[src/rtl/product_collector_if.sv]
// Operand/result bundle for product_collector.
// The master side feeds operand pairs, flush and the frame acknowledge;
// the slave side (the collector) returns ready, Enable, the five products
// and the acknowledged-frame count.
interface product_collector_if #(
    parameter int Bit_width = 8
);
    logic                     in_valid;
    logic                     in_ready;
    logic [Bit_width-1:0]     in_data;
    logic [Bit_width-1:0]     in_weight;
    logic                     flush;
    logic                     Enable;
    logic [2*Bit_width-1:0]   Mul_result_0;
    logic [2*Bit_width-1:0]   Mul_result_1;
    logic [2*Bit_width-1:0]   Mul_result_2;
    logic [2*Bit_width-1:0]   Mul_result_3;
    logic [2*Bit_width-1:0]   Mul_result_4;
    logic                     out_ack;
    logic [7:0]               frame_count;

    modport master (
        output in_valid, in_data, in_weight, flush, out_ack,
        input  in_ready, Enable, frame_count,
        input  Mul_result_0, Mul_result_1, Mul_result_2, Mul_result_3, Mul_result_4
    );

    modport slave (
        input  in_valid, in_data, in_weight, flush, out_ack,
        output in_ready, Enable, frame_count,
        output Mul_result_0, Mul_result_1, Mul_result_2, Mul_result_3, Mul_result_4
    );
endinterface

[src/rtl/product_collector.sv]
// product_collector: gathers five operand-pair products into registered
// slots, then holds them (Enable=1) until the downstream summing stage
// acknowledges the frame.
// Build option: define PRODUCT_COLLECTOR_SIGNED_MUL_EN for two's-complement
// operands; the default build multiplies unsigned operands.
module product_collector #(
    parameter int Bit_width = 8
) (
    input  logic                 clk,
    input  logic                 rst_n,
    product_collector_if.slave   bus
);
    localparam int PW = 2 * Bit_width;

    typedef enum logic [0:0] {
        COLLECT = 1'b0,
        FULL    = 1'b1
    } state_t;

    state_t          state_q;
    logic [2:0]      idx_q;
    logic [7:0]      frame_count_q;
    logic [PW-1:0]   slot_q [5];

    logic [PW-1:0]   data_ext;
    logic [PW-1:0]   weight_ext;
    logic [PW-1:0]   product_d;

    // Widen both operands to the product width; the low PW bits of the
    // widened product are exact for both signed and unsigned operands.
    always_comb begin
`ifdef PRODUCT_COLLECTOR_SIGNED_MUL_EN
        data_ext   = {{Bit_width{bus.in_data[Bit_width-1]}}, bus.in_data};
        weight_ext = {{Bit_width{bus.in_weight[Bit_width-1]}}, bus.in_weight};
`else
        data_ext   = {{Bit_width{1'b0}}, bus.in_data};
        weight_ext = {{Bit_width{1'b0}}, bus.in_weight};
`endif
        product_d  = data_ext * weight_ext;
    end

    // Collect/hold state machine with slot registers and frame counter;
    // reset beats everything, flush beats a same-edge transfer.
    always_ff @(posedge clk) begin
        if (!rst_n) begin
            state_q       <= COLLECT;
            idx_q         <= 3'd0;
            frame_count_q <= 8'd0;
            for (int i = 0; i < 5; i++) slot_q[i] <= '0;
        end else begin
            case (state_q)
                COLLECT: begin
                    if (bus.flush) begin
                        idx_q <= 3'd0;
                        for (int i = 0; i < 5; i++) slot_q[i] <= '0;
                    end else if (bus.in_valid) begin
                        for (int i = 0; i < 5; i++) begin
                            if (idx_q == 3'(i)) slot_q[i] <= product_d;
                        end
                        if (idx_q == 3'd4) begin
                            idx_q   <= 3'd0;
                            state_q <= FULL;
                        end else begin
                            idx_q <= idx_q + 3'd1;
                        end
                    end
                end
                FULL: begin
                    if (bus.out_ack) begin
                        state_q       <= COLLECT;
                        frame_count_q <= frame_count_q + 8'd1;
                        for (int i = 0; i < 5; i++) slot_q[i] <= '0;
                    end
                end
                default: begin
                    state_q <= COLLECT;
                    idx_q   <= 3'd0;
                end
            endcase
        end
    end

    assign bus.in_ready     = (state_q == COLLECT);
    assign bus.Enable       = (state_q == FULL);
    assign bus.frame_count  = frame_count_q;
    assign bus.Mul_result_0 = slot_q[0];
    assign bus.Mul_result_1 = slot_q[1];
    assign bus.Mul_result_2 = slot_q[2];
    assign bus.Mul_result_3 = slot_q[3];
    assign bus.Mul_result_4 = slot_q[4];
endmodule

[src/flat_wrapper.sv]
// flat-port wrapper written by rule: the top's interface ports become plain ports
module product_collector_flat 
#(
    parameter int Bit_width = 8
)
  (clk, rst_n, bus_in_valid, bus_in_data, bus_in_weight, bus_flush, bus_out_ack, bus_in_ready, bus_Enable, bus_frame_count, bus_Mul_result_0, bus_Mul_result_1, bus_Mul_result_2, bus_Mul_result_3, bus_Mul_result_4);
  product_collector_if #(.Bit_width(Bit_width)) bus_i ();
  input  logic clk;
  input  logic rst_n;
  input wire logic [$bits(bus_i.in_valid)-1:0] bus_in_valid;
  input wire logic [$bits(bus_i.in_data)-1:0] bus_in_data;
  input wire logic [$bits(bus_i.in_weight)-1:0] bus_in_weight;
  input wire logic [$bits(bus_i.flush)-1:0] bus_flush;
  input wire logic [$bits(bus_i.out_ack)-1:0] bus_out_ack;
  output wire logic [$bits(bus_i.in_ready)-1:0] bus_in_ready;
  output wire logic [$bits(bus_i.Enable)-1:0] bus_Enable;
  output wire logic [$bits(bus_i.frame_count)-1:0] bus_frame_count;
  output wire logic [$bits(bus_i.Mul_result_0)-1:0] bus_Mul_result_0;
  output wire logic [$bits(bus_i.Mul_result_1)-1:0] bus_Mul_result_1;
  output wire logic [$bits(bus_i.Mul_result_2)-1:0] bus_Mul_result_2;
  output wire logic [$bits(bus_i.Mul_result_3)-1:0] bus_Mul_result_3;
  output wire logic [$bits(bus_i.Mul_result_4)-1:0] bus_Mul_result_4;
  assign bus_i.in_valid = bus_in_valid;
  assign bus_i.in_data = bus_in_data;
  assign bus_i.in_weight = bus_in_weight;
  assign bus_i.flush = bus_flush;
  assign bus_i.out_ack = bus_out_ack;
  assign bus_in_ready = bus_i.in_ready;
  assign bus_Enable = bus_i.Enable;
  assign bus_frame_count = bus_i.frame_count;
  assign bus_Mul_result_0 = bus_i.Mul_result_0;
  assign bus_Mul_result_1 = bus_i.Mul_result_1;
  assign bus_Mul_result_2 = bus_i.Mul_result_2;
  assign bus_Mul_result_3 = bus_i.Mul_result_3;
  assign bus_Mul_result_4 = bus_i.Mul_result_4;
  product_collector #(.Bit_width(Bit_width)) u_core (.clk(clk), .rst_n(rst_n), .bus(bus_i));
endmodule
[config.mk]
export PLATFORM = sky130hd
export DESIGN_NAME = product_collector_flat
export DESIGN_NICKNAME = d
export VERILOG_FILES = /design/src/rtl/product_collector_if.sv /design/src/rtl/product_collector.sv /design/src/flat_wrapper.sv
export SDC_FILE = /design/constraint.sdc
export NUM_CORES = 1
export LEC_CHECK = 0
export BUFFER_PORTS_ARGS = -buffer_cell sky130_fd_sc_hd__buf_4
export CAP_MARGIN = 20
export CELL_PAD_IN_SITES_DETAIL_PLACEMENT = 0
export CELL_PAD_IN_SITES_GLOBAL_PLACEMENT = 2
export CORE_ASPECT_RATIO = 1.75
export CORE_MARGIN = 2
export CORE_UTILIZATION = 33
export CTS_BUF_LIST = sky130_fd_sc_hd__clkbuf_16
export DETAILED_ROUTE_END_ITERATION = 8
export GPL_TIMING_DRIVEN = 0
export PLACE_DENSITY_LB_ADDON = 0.2
export RECOVER_POWER = 25
export SKIP_CTS_REPAIR_TIMING = 1
export SYNTH_ARGS = -nofsm -noshare
export SYNTH_HDL_FRONTEND = slang
export SYNTH_SLANG_ARGS = --single-unit
[constraint.sdc]
create_clock -name clk -period 4.55 [get_ports clk]
set_input_delay 0.91 -clock clk [delete_from_list [all_inputs] [get_ports clk]]
set_output_delay 0.91 -clock clk [all_outputs]
set_load 0.03 [all_outputs]
==> impl_metrics.toml, run 1 <==
[outcome]
outcome = "finished, final reports clean"

[clock_network]
cts_root_buf = "clkbuf_16"
clk_latency_ns = 0.33
tritoncts = "built"
path_clk_slew_ns = 0.06
h-tree-depth = 3
cts.sinks = 92
cts_buffers = 9
cts.path.max_buffers = 2

[global_route]
grt_max_degree = 17
grt_usage = 0.138
grt_first_pass_wirelength_mm = 18.1
antenna_found_initial = 0
grt-ovfl-total = 0
grt_pass1_vias = 3463

[synthesis]
synth_seq_cells = 92
synth_top_area_cell = "edfxtp_1"
synth_commonest_cells = "80 x edfxtp_1, 63 x and2_1, 60 x inv_1, 42 x ha_1, 36 x fa_1"
yosys_warnings = 0
synthFlopType = "edfxtp_1"
synth-edff-count = 80
synth_area_leaders = "edfxtp_1 46%, fa_1 14%, ha_1 10%"
netlist_area_um2 = 5230
synth_nets = 520
syn-mean-instance-area_um2 = 12.4
netlist-cell-type-count = 32
synth_seq_area_share = 0.505
yosysMostFrequentCell = "edfxtp_1"
synth.top_cell.area_share = 0.459
syn_inst = 421
postSynth.asyncResetShare = 0

[layout]
drive_above_1_share = 0.208
fin_nets = 647
diodes = 0
finalInstanceArea_um2 = 6690
final_util = 0.433
syn2layout_area_growth_pct = 28.0

[run]
max_cap_viol_count = 0

[power]
p_per_area_nw_per_um2 = 464
power_leakage_nw = 2.85
peakVddDrop_v = 0.000235

[sta]
finalSetupViolations = 0
maxSlewHeadroom = 0.386
fin_ws_ns = 0.0972
period_minus_slack_ns = 4.45
fmax_mhz = 225
final.setup_skew_ns = 0.00505
tightest_slew_ns = 0.921
period_share = 0.979
rsz0062_at_grt = "true"
finalHoldViolCount = 0
slew_violations = 0

[critical_path]
critPathBufInv = 3
path_delay_family = "adder cells"
worstPathCellList = "buf_4, and2_4, fa_1, fa_1, fa_1, inv_2, fa_2, inv_2, ha_4, a21oi_4, nand2b_4, a31oi_4, or4_4, a21oi_4"
end_kind = "flop"
worst_path_most_repeated_cell = "fa_1"
cp_max_fo = 8
crit_path_max_incr_delay_ns = 0.54
worstSetupPathType = "in -> reg"
critPathSlowestCell = "fa_1"
worstPathRequired_ns = 4.72
cp.arrival_ns = 4.62
startpoint_type = "input pin"

[detailed_routing]
wl_mm = 11.7
vias_per_cell = 4.69
antenna_left = 0
dr_total_vias = 3463
wl_per_cell_um = 15.8
drtPass1Iterations = 4
drc = 0
drt_iter0_drc = 136

[place]
dp_slack_ns = -0.426
portBuffers = 110
place.gp.congestion = 0.780
dpl_cell_area_um2 = 6360
dpl.hpwl_mm = 9.20

[floorplanning]
core_region_area_um2 = 15500
initial_core_util = 0.338
die_width_um = 99.2
die_area_um2 = 16900
ios = 111
rows = 60
die_y_um = 171

[min_path]
hold_class = "reg -> reg"
per-stage QoR:
step / total power, W / hold WS (ns) / setup TNS, ns / std cells
after floorplan: 0.00193 / 0.514 / 0 / 421
after global placement: 0.00225 / 0.501 / -9.30 / 717
after detailed placement: 0.00226 / 0.514 / -10.85 / 717
after CTS: 0.00302 / 0.523 / -0.871 / 732
after global routing: 0.00331 / 0.560 / -0.0978 / 738
final: 0.00311 / 0.522 / 0 / 738
path summary, 6_finish.rpt:
check | start | end | slack (ns) | depth (start not counted)
worst max-delay path | bus_in_data[5] | u_core.slot_q[0][15]$_DFFE_PP_ | 0.1 | 14
worst max register to register | u_core.idx_q[0]$_SDFFE_PN0P_ | u_core.slot_q[0][54]$_DFFE_PP_ | 2.32 | 7
worst min-delay path | u_core.bus.frame_count[6]$_SDFFE_PN0P_ | u_core.bus.frame_count[6]$_SDFFE_PN0P_ | 0.52 | 2
worst min register to register | u_core.bus.frame_count[6]$_SDFFE_PN0P_ | u_core.bus.frame_count[6]$_SDFFE_PN0P_ | 0.52 | 2
flip-flops by register name, summed over array words and instances, names as in the netlist:
register,flops
u_core.bus.Enable,1
u_core.slot_q,80
u_core.bus.frame_count,8
u_core.idx_q,3
worst reg2reg max path: stages, from the launching register on:
cell,delay (ns)
dfxtp_1,0.41
inv_1,0.09
ha_1,0.22
nor2_1,0.10
nor2_1,0.06
o31ai_1,0.30
clkbuf_1,0.53
nor2_1,0.24
per-layer routing:
metal | part of all wire | wire length, um | GRT usage | up-vias
met3 | 0.054 | 637 | 0.0245 | 11
met4 | 0.020 | 229 | 0.0530 | 0
met5 | 0 | 0 | 0 | -
met2 | 0.52 | 6140 | 0.256 | 96
li1 | - | - | - | 1672
met1 | 0.40 | 4690 | 0.155 | 1684
layout make-up:
| class | instances | area (um2) |
|---|---|---|
| Clock buffer | 9 | 225 |
| Fill cell | 1536 | 8770 |
| Sequential cell | 92 | 2640 |
| Multi-Input combinational cell | 267 | 2570 |
| Timing Repair Buffer | 116 | 707 |
| Inverter | 60 | 225 |
| Tap cell | 186 | 233 |
| Buffer | 2 | 7.51 |
| Clock inverter | 6 | 80.1 |
cell families after synthesis:
family,share of synthesized area
AO/OA/AOI/OAI,0.0536
AND/OR/NAND/NOR,0.135
flip-flops,0.505
adder cells (fa/ha/maj),0.238
XOR/XNOR,0.0234
buffers and inverters,0.0445
where the power goes:
group | internal, W | switching [W]
Sequential | 0.00103 | 0.0000290
Clock | 0.000474 | 0.000283
Combinational | 0.000523 | 0.000766
layout by cell type (no fill, tap or decap), types with 3 or more instances in the layout:
cell type / count
a21oi_4: 4
and2_1: 50
dfxtp_1: 12
buf_4: 54
nand2_1: 23
and2_0: 5
fa_2: 3
nor2_1: 11
o211ai_1: 3
xor2_1: 4
clkbuf_16: 9
ha_1: 35
and2_4: 8
nand3_1: 13
nand4_1: 3
inv_2: 4
a21o_1: 6
edfxtp_1: 80
inv_1: 57
buf_6: 7
fa_1: 33
xnor2_1: 10
ha_4: 5
clkbuf_1: 56
o21ai_0: 9
a21oi_1: 6
a21oi_2: 3
nand2_2: 4
Note: power is estimated with default switching activity, not from simulation.
==> inputs of run 2 (changes only) <==
--- a/config.mk
+++ b/config.mk
@@ -10,7 +10,6 @@
 export CELL_PAD_IN_SITES_DETAIL_PLACEMENT = 0
 export CELL_PAD_IN_SITES_GLOBAL_PLACEMENT = 2
 export CORE_ASPECT_RATIO = 1.75
-export CORE_MARGIN = 2
 export CORE_UTILIZATION = 33
 export CTS_BUF_LIST = sky130_fd_sc_hd__clkbuf_16
 export DETAILED_ROUTE_END_ITERATION = 8
==> impl_metrics.toml, run 2 (synthesized netlist as in run 1, its figures left out) <==
[outcome]
outcome = "finished, final reports clean"

[place]
dp_slack_ns = -0.485
dpl.hpwl_mm = 8.93
portBuffers = 110
place.gp.congestion = 0.739

[detailed_routing]
drt_iter0_drc = 119
antenna_left = 0
vias_per_cell = 4.65
drtPass1Iterations = 4
dr_total_vias = 3429
wl_per_cell_um = 15.1
wl_mm = 11.1
drc = 0

[layout]
fin_nets = 649
final_cell_mix = "80 x edfxtp_1, 57 x clkbuf_1, 56 x inv_1"
diodes = 0
top_register = "u_core.slot_q"
largest_register_ffs = 80
mostFrequentLayoutCell = "edfxtp_1"
drive_above_1_share = 0.212
syn2layout_area_growth_pct = 27.7

[floorplanning]
die_y_um = 169
die_width_um = 97.2
initial_core_util = 0.338
rows = 60
die_area_um2 = 16400
ios = 111
core_region_area_um2 = 15500

[sta]
rsz0062_at_grt = "true"
fmax_mhz = 225
finalSetupViolations = 0
fin_ws_ns = 0.109
period_minus_slack_ns = 4.44
finalHoldViolCount = 0
slew_violations = 0
tightest_slew_ns = 0.911
final.setup_skew_ns = 0.00495
tns_ns = 0
period_share = 0.976
maxSlewHeadroom = 0.393

[clock_network]
clk_latency_ns = 0.33
cts_root_buf = "clkbuf_16"
tritoncts = "built"
path_clk_slew_ns = 0.06
cts.sinks = 92
cts.path.max_buffers = 2
cts_buffers = 9
h-tree-depth = 3

[power]
p_per_area_nw_per_um2 = 455
power_leakage_nw = 2.85
peakVddDrop_v = 0.000232

[critical_path]
worst_path_most_repeated_cell = "fa_1"
crit_path_max_incr_delay_ns = 0.55
path_delay_family = "adder cells"
cp.arrival_ns = 4.60
startpoint_type = "input pin"
critPathBufInv = 3
cp_max_fo = 8
worstPathRequired_ns = 4.71
critPathSlowestCell = "or4_4"
worstPathCellList = "buf_12, and2_4, fa_1, fa_1, fa_1, inv_2, fa_1, inv_2, ha_4, and2_4, o21ai_4, nor3_4, or4_4, a21oi_4"
worstSetupPathType = "in -> reg"
end_kind = "flop"

[global_route]
grt_pass1_vias = 3434
grt_first_pass_wirelength_mm = 17.9
grt_usage = 0.138
grt-ovfl-total = 0
grt_max_degree = 17
antenna_found_initial = 0

[min_path]
hold_class = "reg -> reg"

[run]
max_cap_viol_count = 0
## run 2: worst paths after layout
| path | startpoint | end | slack [ns] | depth (start not counted) |
|---|---|---|---|---|
| hold reg to reg | u_core.bus.frame_count[1]$_SDFFE_PN0P_ | u_core.bus.frame_count[1]$_SDFFE_PN0P_ | 0.51 | 2 |
| hold / removal | u_core.bus.frame_count[1]$_SDFFE_PN0P_ | u_core.bus.frame_count[1]$_SDFFE_PN0P_ | 0.51 | 2 |
| setup reg to reg | u_core.idx_q[0]$_SDFFE_PN0P_ | u_core.slot_q[0][23]$_DFFE_PP_ | 2.37 | 7 |
| setup / recovery | bus_in_weight[5] | u_core.slot_q[0][63]$_DFFE_PP_ | 0.11 | 14 |
## run 2: final cells by class
type	instances	area, um2
Sequential cell	92	2640
Clock buffer	9	225
Tap cell	186	233
Clock inverter	4	21.3
Fill cell	1509	8780
Multi-Input combinational cell	267	2570
Buffer	2	7.51
Timing Repair Buffer	118	754
Inverter	60	225
## run 2: metrics by stage
| stage | power, W | utilization | area (um2) | instances | hold slack, ns |
|---|---|---|---|---|---|
| after global routing | 0.00324 | 0.432 | 6680 | 738 | 0.541 |
| after detailed placement | 0.00225 | 0.412 | 6360 | 717 | 0.511 |
| after CTS | 0.00288 | 0.428 | 6610 | 730 | 0.519 |
| after floorplan | 0.00193 | - | 5310 | 421 | 0.514 |
| final | 0.00304 | 0.432 | 6680 | 738 | 0.512 |
| after global placement | 0.00225 | 0.412 | 6360 | 717 | 0.493 |
## run 2: power by group
| part | total [W] | switching (W) | internal (W) |
|---|---|---|---|
| Combinational | 0.00135 | 0.000780 | 0.000570 |
| Clock | 0.000627 | 0.000271 | 0.000356 |
| Sequential | 0.00106 | 0.0000293 | 0.00103 |
## run 2: routing by layer
metal  wire [um]  vias up  global-route usage
met5           0        -                   0
met4         172        0              0.0545
met3         507        8              0.0231
met2        5770       96               0.254
met1        4700     1653               0.159
li1            -     1672                   -
## run 2: worst min-delay path: cells and delay by family, from the launching register on
kind | cells | cell delay [ns]
and+or+nand+nor | 1 | 0.06
DFF | 1 | 0.34
AOI/OAI and AO/OA | 1 | 0.06
==> inputs of run 3 (changes only) <==
--- a/config.mk
+++ b/config.mk
@@ -10,7 +10,7 @@
 export CELL_PAD_IN_SITES_DETAIL_PLACEMENT = 0
 export CELL_PAD_IN_SITES_GLOBAL_PLACEMENT = 2
 export CORE_ASPECT_RATIO = 1.75
-export CORE_UTILIZATION = 33
+export CORE_UTILIZATION = 36
 export CTS_BUF_LIST = sky130_fd_sc_hd__clkbuf_16
 export DETAILED_ROUTE_END_ITERATION = 8
 export GPL_TIMING_DRIVEN = 0
==> constraint.sdc (replaced) <==
create_clock -name clk -period 4.5 [get_ports clk]
set_input_delay 0.9 -clock clk [delete_from_list [all_inputs] [get_ports clk]]
set_output_delay 0.9 -clock clk [all_outputs]
set_load 0.03 [all_outputs]
==> impl_metrics.toml, run 3 (synthesized netlist as in run 1, its figures left out) <==
[outcome]
outcome = "finished, final reports clean"

[critical_path]
startpoint_type = "input pin"
worstPathCellList = "buf_6, and2_1, fa_1, fa_1, fa_1, inv_1, fa_1, inv_1, ha_4, o21ai_4, nor3_4, or4_4, a21oi_4"
regToRegSetupSlack_ns = 2.23
startpoint = "bus_in_data[3]"
critPathBufInv = 3
reg2regPathDepth = 7
crit_path_max_incr_delay_ns = 0.56
end_kind = "flop"
worst_path_most_repeated_cell = "fa_1"
path_delay_family = "adder cells"
worstPathRequired_ns = 4.67
cp.arrival_ns = 4.57
worstSetupPathType = "in -> reg"
crit_path_end = "u_core.slot_q[0][31]$_DFFE_PP_"
cp.depth = 13
cp_max_fo = 8
critPathSlowestCell = "fa_1"
r2r_start = "u_core.idx_q[0]$_SDFFE_PN0P_"
r2r-end = "u_core.slot_q[0][54]$_DFFE_PP_"

[sta]
rsz0062_at_grt = "true"
fmax_mhz = 227
finalSetupViolations = 0
tns_ns = 0
tightest_slew_ns = 0.893
period_share = 0.978
finalHoldViolCount = 0
final.setup_skew_ns = 0.00479
slew_violations = 0
period_minus_slack_ns = 4.40
fin_ws_ns = 0.100
maxSlewHeadroom = 0.405

[clock_network]
path_clk_slew_ns = 0.06
tritoncts = "built"
cts_buffers = 9
cts_root_buf = "clkbuf_16"
h-tree-depth = 3
cts.path.max_buffers = 2
cts.sinks = 92
clk_latency_ns = 0.33

[power]
p_int_w = 0.00199
peakVddDrop_v = 0.000196
power_leakage_nw = 2.86
p_per_area_nw_per_um2 = 459
power_frac_seq = 0.348
p_sw_w = 0.00109
pwr-share-clk = 0.232
p_comb_frac = 0.420
swShare = 0.354

[layout]
finalInstanceArea_um2 = 6720
final_util = 0.478
largest_register_ffs = 80
final_cell_mix = "80 x edfxtp_1, 59 x inv_1, 57 x clkbuf_1"
mostFrequentLayoutCell = "edfxtp_1"
top_register = "u_core.slot_q"
drive_above_1_share = 0.208
syn2layout_area_growth_pct = 28.4
fillCellCount = 1309
diodes = 0
fin_nets = 648

[global_route]
grt_first_pass_wirelength_mm = 17.9
grt_max_degree = 17
grt_usage = 0.156
grt-ovfl-total = 0
antenna_found_initial = 0
grt_pass1_vias = 3584

[floorplanning]
initial_core_util = 0.372
rows = 57
die_width_um = 93.1
core_region_area_um2 = 14000
die_area_um2 = 15000
ios = 111
die_y_um = 161

[run]
max_cap_viol_count = 0

[place]
place.gp.congestion = 0.793
dpl.hpwl_mm = 8.75
dpl_cell_area_um2 = 6360
dp_slack_ns = -0.502
portBuffers = 110

[detailed_routing]
vias_per_cell = 4.69
drc = 0
drtPass1Iterations = 5
drt_iter0_drc = 144
wl_mm = 10.9
wl_per_cell_um = 14.9
antenna_left = 0
dr_total_vias = 3432

[min_path]
hold_class = "reg -> reg"
-- run 3: worst min-delay path by stage --
stage	slack (ns)	to	cells past startpoint	start
2_1_floorplan	0.51	u_core.bus.Enable$_SDFF_PN0_	2	u_core.idx_q[2]$_SDFFE_PN0P_
3_3_place_gp	0.49	u_core.bus.frame_count[6]$_SDFFE_PN0P_	2	u_core.bus.frame_count[6]$_SDFFE_PN0P_
3_5_place_dp	0.52	u_core.bus.frame_count[6]$_SDFFE_PN0P_	2	u_core.bus.frame_count[6]$_SDFFE_PN0P_
4_1_cts	0.52	u_core.bus.frame_count[6]$_SDFFE_PN0P_	2	u_core.bus.frame_count[6]$_SDFFE_PN0P_
5_1_grt	0.55	u_core.bus.frame_count[1]$_SDFFE_PN0P_	2	u_core.bus.frame_count[1]$_SDFFE_PN0P_
6_report	0.51	u_core.bus.frame_count[1]$_SDFFE_PN0P_	2	u_core.bus.frame_count[1]$_SDFFE_PN0P_
-- run 3: worst min-delay path, cell delays in order, from the launching register on --
cell and delay [ns]:
dfxtp_1 0.34, nand2_1 0.06, a21boi_0 0.06
-- run 3: metal layers --
metal | part of all wire | up-vias | routed length [um] | track usage
met1 | 0.42 | 1638 | 4530 | 0.179
met4 | 0.016 | 0 | 170 | 0.0559
met5 | 0 | - | 0 | 0
li1 | - | 1678 | - | -
met3 | 0.050 | 8 | 541 | 0.0202
met2 | 0.52 | 108 | 5650 | 0.289
-- run 3: layout make-up --
| cell class | instances | area (um2) | share of cell area |
|---|---|---|---|
| buffer | 2 | 7.51 | 0.00112 |
| multi-input combinational | 267 | 2570 | 0.383 |
| timing repair buffer | 117 | 754 | 0.112 |
| clock inverter | 7 | 67.6 | 0.0101 |
| tap | 177 | 221 | 0.0330 |
| clock buffer | 9 | 225 | 0.0335 |
| sequential | 92 | 2640 | 0.393 |
| inverter | 60 | 225 | 0.0335 |
-- run 3: power groups by stage --
stage          Sequential (W)  Combinational (W)  Clock, W
6_report              0.00107            0.00129  0.000716
5_1_grt               0.00108            0.00144  0.000766
4_1_cts               0.00108            0.00121  0.000733
3_5_place_dp          0.00109            0.00119         0
3_3_place_gp          0.00109            0.00120         0
2_1_floorplan         0.00128           0.000668         0
-- run 3: metrics by stage --
| step | total power (W) | std cells | hold slack [ns] |
|---|---|---|---|
| 2_1_floorplan | 0.00195 | 421 | 0.514 |
| 3_3_place_gp | 0.00229 | 708 | 0.495 |
| 3_5_place_dp | 0.00229 | 708 | 0.515 |
| 4_1_cts | 0.00301 | 724 | 0.522 |
| 5_1_grt | 0.00328 | 731 | 0.553 |
| 6_report | 0.00308 | 731 | 0.513 |
